<file path="src/rtl/pipe_hazard_ctrl.sv">
// Hazard and sequencing controller for the 5-stage pipeline: forwarding selects,
// load-use bubble, branch flush and multi-cycle multiply freeze.
module pipe_hazard_ctrl #(
  parameter int unsigned MUL_CYCLES = 4
) (
  input  logic        clock,
  input  logic        reset_0,
  input  logic [4:0]  rs_id,
  input  logic [4:0]  rt_id,
  input  logic        use_rs_id,
  input  logic        use_rt_id,
  input  logic        branch_taken_id,
  input  logic [4:0]  rw_ex,
  input  logic        wreg_ex,
  input  logic        rmem_ex,
  input  logic        mul_ex,
  input  logic [4:0]  rw_mem,
  input  logic        wreg_mem,
  output logic        enable_pc,
  output logic        enable_ifid,
  output logic        enable_idex,
  output logic        bubble_idex,
  output logic        flush_ifid,
  output logic [1:0]  fwd_a,
  output logic [1:0]  fwd_b,
  output logic        mul_done,
  output logic        busy,
  output logic [31:0] stall_cnt
);

  typedef enum logic {StRun, StWait} state_e;

  state_e      state_q, state_d;
  logic [7:0]  cnt_q, cnt_d;
  logic [31:0] stall_cnt_q;
  logic        lu;
  logic        freeze;

  // Operand forwarding; EX beats MEM, r0 never forwarded, a load in EX has no result yet.
  always_comb begin
    fwd_a = 2'd0;
    fwd_b = 2'd0;
    if (wreg_ex && (rw_ex != 5'd0) && (rw_ex == rs_id) && !rmem_ex) begin
      fwd_a = 2'd1;
    end else if (wreg_mem && (rw_mem != 5'd0) && (rw_mem == rs_id)) begin
      fwd_a = 2'd2;
    end
    if (wreg_ex && (rw_ex != 5'd0) && (rw_ex == rt_id) && !rmem_ex) begin
      fwd_b = 2'd1;
    end else if (wreg_mem && (rw_mem != 5'd0) && (rw_mem == rt_id)) begin
      fwd_b = 2'd2;
    end
  end

  // Hazard detection and multiply sequencer next state.
  always_comb begin
    lu = rmem_ex && wreg_ex && (rw_ex != 5'd0) &&
         ((use_rs_id && (rw_ex == rs_id)) || (use_rt_id && (rw_ex == rt_id)));
    freeze   = 1'b0;
    mul_done = 1'b0;
    state_d  = state_q;
    cnt_d    = cnt_q;
    unique case (state_q)
      StRun: begin
        if (mul_ex) begin
          freeze  = 1'b1;
          state_d = StWait;
          cnt_d   = 8'(MUL_CYCLES - 1);
        end
      end
      StWait: begin
        if (cnt_q != 8'd1) begin
          freeze = 1'b1;
          cnt_d  = cnt_q - 8'd1;
        end else begin
          mul_done = 1'b1;
          state_d  = StRun;
          cnt_d    = 8'd0;
        end
      end
      default: begin
        state_d = StRun;
        cnt_d   = 8'd0;
      end
    endcase
  end

  // Stage-register controls: freeze > load-use > branch flush > normal.
  always_comb begin
    enable_pc   = 1'b1;
    enable_ifid = 1'b1;
    enable_idex = 1'b1;
    bubble_idex = 1'b0;
    flush_ifid  = 1'b0;
    busy        = 1'b0;
    if (freeze) begin
      enable_pc   = 1'b0;
      enable_ifid = 1'b0;
      enable_idex = 1'b0;
      busy        = 1'b1;
    end else if (lu) begin
      enable_pc   = 1'b0;
      enable_ifid = 1'b0;
      bubble_idex = 1'b1;
    end else if (branch_taken_id) begin
      flush_ifid = 1'b1;
    end
  end

  // Sequencer state and saturating stall counter.
  always_ff @(posedge clock or negedge reset_0) begin
    if (!reset_0) begin
      state_q     <= StRun;
      cnt_q       <= 8'd0;
      stall_cnt_q <= 32'd0;
    end else begin
      state_q <= state_d;
      cnt_q   <= cnt_d;
      if ((freeze || lu) && (stall_cnt_q != 32'hFFFF_FFFF)) begin
        stall_cnt_q <= stall_cnt_q + 32'd1;
      end
    end
  end

  assign stall_cnt = stall_cnt_q;

endmodule

</file>
<file path="config.mk">
export PLATFORM = sky130hd
export DESIGN_NAME = pipe_hazard_ctrl
export DESIGN_NICKNAME = d
export VERILOG_FILES = /design/src/rtl/pipe_hazard_ctrl.sv
export SDC_FILE = /design/constraint.sdc
export NUM_CORES = 1
export LEC_CHECK = 0
export ABC_CLOCK_PERIOD_IN_PS = 1950
export CAP_MARGIN = 40
export CORE_ASPECT_RATIO = 0.75
export CORE_MARGIN = 2
export CORE_UTILIZATION = 42
export DETAILED_ROUTE_END_ITERATION = 7
export PLACE_DENSITY = 0.84
export SLEW_MARGIN = 20
export SYNTH_ARGS = -nofsm -noshare
export SYNTH_HDL_FRONTEND = slang
export SYNTH_SLANG_ARGS = --single-unit
</file>
<file path="constraint.sdc">
create_clock -name clock -period 1.95 [get_ports clock]
set_input_delay 0.2925 -clock clock [delete_from_list [all_inputs] [get_ports clock]]
set_output_delay 0.2925 -clock clock [all_outputs]
set_load 0.005 [all_outputs]
</file>
==> results of run 1 <==
## synthesized netlist by cell type, drive strengths merged
cell    count
nor2       14
o21ba       1
xnor2      17
ha          3
and2        3
o21a        1
a211oi      1
buf         5
nand4      11
o41ai       1
clkbuf      2
and3        4
o31ai       1
nor4       13
nor3       15
or3         1
dfrtp      41
nand2b      2
or4         4
a21oi       4
xor2       36
nand3b      1
nand2      22
nor2b       1
and4        3
nand3       8
o211ai      1
inv         8
o21bai      1
o21ai      10
## power groups by stage
stage	combinational, mW	clock [mW]	sequential [mW]
floorplan	0.547	0	1.24
global placement	1.33	0	1.16
detailed placement	1.38	0	1.18
CTS	1.66	0.726	1.18
global route	2.12	0.772	1.23
finish	2.03	0.745	1.22
## logic make-up after synthesis
kind of cell | count (synthesis) | share of synthesized area
AOI/OAI and AO/OA | 21 | 0.06210
xor gates and xnor gates | 53 | 0.2021
adders and majority gates | 3 | 0.01634
buffers and inverters | 15 | 0.03431
DFF | 41 | 0.4466
and+or+nand+nor | 102 | 0.2386
## final cells by class
type | instances | area [sq um]
clock buffers | 7 | 86.33
fillers | 304 | 991.0
repair buffers | 158 | 1396
clock inverters | 1 | 30.03
well taps | 75 | 93.84
inverters | 8 | 30.03
flip-flops and latches | 41 | 1026
multi-input cells | 180 | 1642
## sequential cells by signal, indices dropped and copies added, names as in the netlist
register   flops
stall_cnt     32
cnt_q          8
state_q        1
## critical path: stages, from the launching register on
cell	delay [ps]
dfrtp_1	440
inv_2	150
ha_4	140
nand3b_1	110
nor4_4	230
a21oi_2	120
buf_4	160
nor2_4	120
buf_6	110
and2_4	120
buf_6	80
## routing by layer
metal,part of all wire,global-route usage
met5,0,0
met1,0.38,0.3366
met2,0.49,0.4667
met3,0.073,0.06876
met4,0.054,0.1399
## placed cells by master, fill, tap and decap left out, types with 3 or more instances in the layout
cell type,count
buf_4,65
dfrtp_1,41
clkdlybuf4s50_1,38
xor2_1,35
buf_6,25
nand2_1,16
xnor2_1,13
nand4_1,11
nor4_4,10
buf_2,10
nor2_1,9
dlygate4sd2_1,9
inv_1,6
nor3_2,6
nor3_4,6
clkbuf_8,6
nand3_2,4
nand3_1,4
and3_1,4
xnor2_2,4
nand2_2,4
o21ai_0,4
buf_8,4
or4_4,3
o21ai_2,3
nor2_4,3
nor4_1,3
and4_1,3
nor3_1,3
o21ai_1,3
clkbuf_2,3
## stage by stage
step	hold slack (ps)	cells
final	49.76	470
after global routing	102.9	470
after CTS	70.79	463
after detailed placement	399.2	433
after global placement	378.8	433
after floorplan	-3.091	235
## worst min-delay path by stage
stage / startpoint / endpoint / slack [ps] / depth (start not counted)
after floorplan: reset_0 / cnt_q[0]$_DFFE_PN0P_ / -3 / 0
after global placement: reset_0 / stall_cnt[16]$_DFFE_PN0P_ / 380 / 2
after detailed placement: reset_0 / stall_cnt[16]$_DFFE_PN0P_ / 400 / 2
after CTS: reset_0 / stall_cnt[16]$_DFFE_PN0P_ / 70 / 2
after global routing: reset_0 / stall_cnt[14]$_DFFE_PN0P_ / 100 / 2
final: reset_0 / stall_cnt[14]$_DFFE_PN0P_ / 50 / 2
## timing repair
action,in CTS,in global routing
setup endpoints to repair,43,48
resized for setup,154,60
gates cloned,1,0
pin swaps,33,27
buffers inserted,22,11
==> flow_summary.yaml, run 1 <==
power:
  pwr-share-clk: 0.186
  ir_drop_mv: 0.5237
  p_leak_nw: 1.900
  p_int_mw: 2.486
  swShare: 0.3787
  p_comb_frac: 0.508
  p_seq_frac: 0.306
  cellPowerDensity_mw_per_mm2: 929.7
  p_total_mw: 4.002
  switchingPower_mw: 1.515
logic_synthesis:
  synth_nets: 267
  ys_seq_area_frac: 0.4466
  yosysTopAreaCellShare: 0.4466
  ys_types: 35
  syn_avg_cell_area_sq_um: 9.775
  yosysWarnings: 0
  synth_top_area_cell: "dfrtp_1"
  synth.area.top_cells: "dfrtp_1 45%, xor2_1 14%, xnor2_1 6.5%"
  ys_seq_elements: 41
  synthCells: 235
  syn_area_sq_mm: 0.002297
floorplanning:
  die_area_sq_mm: 0.006083
  rows: 23
  ioPinCount: 72
  die_w_um: 89.40
  core_sq_mm: 0.005295
  start_util: 0.4338
  die_y_um: 68.05
layout:
  finalCoreUtilization: 0.8129
  syn2layout_area_growth_pct: 87.36
  final_area_sq_mm: 0.004304
  num_antenna_cells: 0
  drive_above_1_share: 0.4506
  nets: 426
status:
  status: "complete, but fails checks"
  violations: "setup timing"
clocking:
  cts_tree: "yes"
  htreeDepth: 2
  clock_latency_ps: 310
  root_buffer: "clkbuf_8"
  cts_hold_buf: 0
  clk_pin_slew_ps: 90
  cts_sinks: 41
  cts_buffer_depth: 2
  cts_buffers: 5
setup_path:
  end_kind: "primary output"
  crit_path_start_kind: "register"
  cp.arrival_ps: 2110
  r2r_setup_slack_ps: -300
  cp_max_fo: 3
  path_class: "register to primary output"
  worstReg2RegEnd: "stall_cnt[18]$_DFFE_PN0P_"
  crit_path_end: "flush_ifid"
  setup.worst_path.start: "cnt_q[1]$_DFFE_PN0P_"
  worst-r2r-cell-count: 11
  r2r_start: "cnt_q[1]$_DFFE_PN0P_"
  worstPathRequired_ps: 1660
grt:
  grt_pass1_vias: 2598
  antenna_found_initial: 0
  grt_max_degree: 42
  gr-total-overflow: 0
  grt_pass1_wl_um: 12560
  grt_usage: 0.2787
sta:
  timing.fmax_mhz: 417.1
  worstMarginPinSlew_ps: 730.6
  finalHoldViolations: 0
  tns_ps: -9682
  slew_viol_final: 0
  min_period_ps: 2398
  rsz0062_at_grt: "yes"
  setup_viol: 45
  layout_setup_ws_ps: -447.7
  slew_headroom: 0.5084
  finClkSkew_ps: 14.03
  fin_crit_sh: 1.230
drt:
  drtIter0Drc: 251
  ant_nets: 0
  drc: 0
  routed_wirelength_um: 10060
  num_vias: 2658
  wl_per_cell_um: 21.40
  routed_via_density: 5.655
  dr.pass1.iters: 4
placed_design:
  placed_cell_area_sq_mm: 0.003501
  gp_congestion: 0.9137
  pre_cts_ws_ps: -880.6
  port_buffers: 71
  post-dp-hpwl_um: 4856
run:
  maxCapViolCount: 0
min_path:
  min_path_type: "primary input to asynchronous set/reset pin"
Note: power is estimated with default switching activity, not from simulation.
==> run 2, diff against run 1 <==
--- a/config.mk
+++ b/config.mk
@@ -11,7 +11,7 @@
 export CORE_MARGIN = 2
 export CORE_UTILIZATION = 42
 export DETAILED_ROUTE_END_ITERATION = 7
-export PLACE_DENSITY = 0.84
+export PLACE_DENSITY = 0.82
 export SLEW_MARGIN = 20
 export SYNTH_ARGS = -nofsm -noshare
 export SYNTH_HDL_FRONTEND = slang
==> run 2 against run 1 <==
  * The run still ends with setup timing left
  * Non-clock buffer count fell by 7
  * Setup slack improved by 130 ps
  * Flip-flop and latch count did not move
  * Via count fell by 1.5%
  * Final cell count fell by 1.5%
  * Utilization rose by 0.73 points
  * Clock-buffer cell count fell by 2
  * Combinational power barely moved
  * Die area did not move
  * Global-route usage rose by 2.4 points
  * Hold slack improved by 440 ps
  * Critical path type unchanged
  * Largest power group unchanged
==> flow_summary.yaml, run 2 (same netlist as run 1, synthesis figures left out) <==
grt:
  grt_usage: 0.3023
  grt_pass1_vias: 2688
  antenna_found_initial: 0
  grt_pass1_wl_um: 13640
  grt_max_degree: 24
  grt_use_met3: 0.06273
  grtUsageMet1: 0.3560
  grt-busiest-layer: "met2"
  grt_use_met2: 0.5389
  gr-total-overflow: 0
sta:
  slew_viol_final: 0
  finalHoldViolations: 0
  finClkSkew_ps: 5.381
  fin_crit_sh: 1.162
  worstMarginPinSlew_ps: 554.9
  slew_headroom: 0.6301
  hold_ws_ps: 486.0
  min_period_ps: 2266
  tns_ps: -6735
  setup_viol: 43
  layout_setup_ws_ps: -316.4
  timing.fmax_mhz: 441.2
  rsz0062_at_grt: "yes"
clocking:
  clock_latency_ps: 300
  htreeDepth: 2
  cts_buffer_depth: 2
  root_buffer: "clkbuf_8"
  clk_pin_slew_ps: 90
  cts_buffers: 5
  cts_sinks: 41
  cts_tree: "yes"
setup_path:
  cpMaxStageDelayCell: "dfrtp_1"
  cp_common_cell: "buf_6"
  cp_max_fo: 2
  cp_cell_sequence: "inv_2 -> ha_4 -> nand3b_1 -> nor4_4 -> a21oi_2 -> buf_6 -> nor2_4 -> and2_4 -> buf_6"
  cp.arrival_ps: 1970
  cpLargestDelayFamily: "simple AND/OR/NAND/NOR gates"
  crit_path_start_kind: "register"
  worstPathRequired_ps: 1660
  slowest_delay_ps: 420
  crit_buf_inv: 3
  end_kind: "primary output"
  path_class: "register to primary output"
layout:
  instances_no_fill: 463
  largest_register_ffs: 32
  nets: 419
  syn2layout_area_growth_pct: 89.05
  drive_above_1_share: 0.4639
  multi_input_area_sq_mm: 0.001730
  fillers: 291
  mostFrequentLayoutCells: "57 x buf_4, 41 x dfrtp_1, 38 x clkdlybuf4s50_1"
  num_antenna_cells: 0
  finalCoreUtilization: 0.8202
  mostFrequentLayoutCell: "buf_4"
  seq_area_sq_mm: 0.001026
floorplanning:
  start_util: 0.4338
  die_w_um: 89.40
  ioPinCount: 72
  rows: 23
  die_area_sq_mm: 0.006083
  die_y_um: 68.05
  core_sq_mm: 0.005295
min_path:
  min_path_type: "register to register"
status:
  status: "complete, but fails checks"
  violations: "setup timing"
placed_design:
  dp.cells: 432
  gp_congestion: 0.9027
  port_buffers: 71
  post-dp-hpwl_um: 4833
power:
  cellPowerDensity_mw_per_mm2: 882.9
  p_leak_nw: 1.902
  ir_drop_mv: 0.6431
  p_total_mw: 3.834
drt:
  wl_per_cell_um: 20.76
  drc: 0
  drtIter0Drc: 193
  ant_nets: 0
  routed_via_density: 5.657
  num_vias: 2619
  dr.pass1.iters: 4
  routed_wirelength_um: 9610
run:
  maxCapViolCount: 0
[run 2: changes by cell type in the layout (fill, tap and decap cells not counted), moves of 3 or more]
cell           before  now
buf_6              25   28
buf_12              0    3
xnor2_2             4    8
dlygate4sd2_1       9    4
nand2_2             4    1
buf_8               4    1
xnor2_1            13    9
o21ai_0             4    7
buf_4              65   57
[run 2: layout make-up]
class                           instances  area share
Inverter                                8    0.007491
Multi-Input combinational cell        180      0.3984
Timing Repair Buffer                  151      0.3163
Tap cell                               75     0.02161
Clock buffer                            5     0.01585
Clock inverter                          3    0.004033
Sequential cell                        41      0.2362
[run 2: routing by layer]
metal,part of all wire,wire [um]
met2,0.50,4803
met4,0.044,423
met1,0.39,3720
met3,0.069,663
met5,0,0
[run 2: power by group]
group          switching, mW  leakage [nW]  total (mW)  internal, mW
logic                  0.957          1.35        2.01          1.05
clock network          0.329        0.0439       0.576         0.248
registers              0.206         0.505        1.25          1.04
[run 2: final timing paths]
path,start,endpoint,slack [ps],cells past startpoint
worst max-delay path,cnt_q[1]$_DFFE_PN0P_,flush_ifid,-320,9
worst min register to register,stall_cnt[8]$_DFFE_PN0P_,stall_cnt[8]$_DFFE_PN0P_,490,1
worst min-delay path,stall_cnt[8]$_DFFE_PN0P_,stall_cnt[8]$_DFFE_PN0P_,490,1
min in group asynchronous,reset_0,stall_cnt[0]$_DFFE_PN0P_,510,2
max in group asynchronous,reset_0,cnt_q[2]$_DFFE_PN0P_,930,3
worst max register to register,cnt_q[1]$_DFFE_PN0P_,stall_cnt[29]$_DFFE_PN0P_,-250,12
[run 2: repair_timing]
action,4_1_cts,5_1_grt
endpoints found under the setup margin,43,47
setup buffers,17,8
gates cloned,2,0
hold buffers,1,0
hold endpoints to repair,22,0
resized for setup,165,69
pin swaps,44,33
[run 2: per-stage QoR]
step                      worst slack [ps]  cell area (sq um)
final                               -316.4               4343
after floorplan                     -75.75               2322
after global routing                -352.4               4343
after global placement              -767.3               3506
after CTS                           -194.3               4083
after detailed placement            -787.6               3506
[run 2: worst register-to-register path, stage by stage, from the launching register on]
cell and delay, ps:
dfrtp_1 420, inv_2 110, ha_4 130, nand3b_1 140, nor4_4 220, a21oi_2 120
buf_6 140, buf_6 120, o21bai_4 220, buf_6 140, buf_12 120, nor4_4 40
xor2_1 170
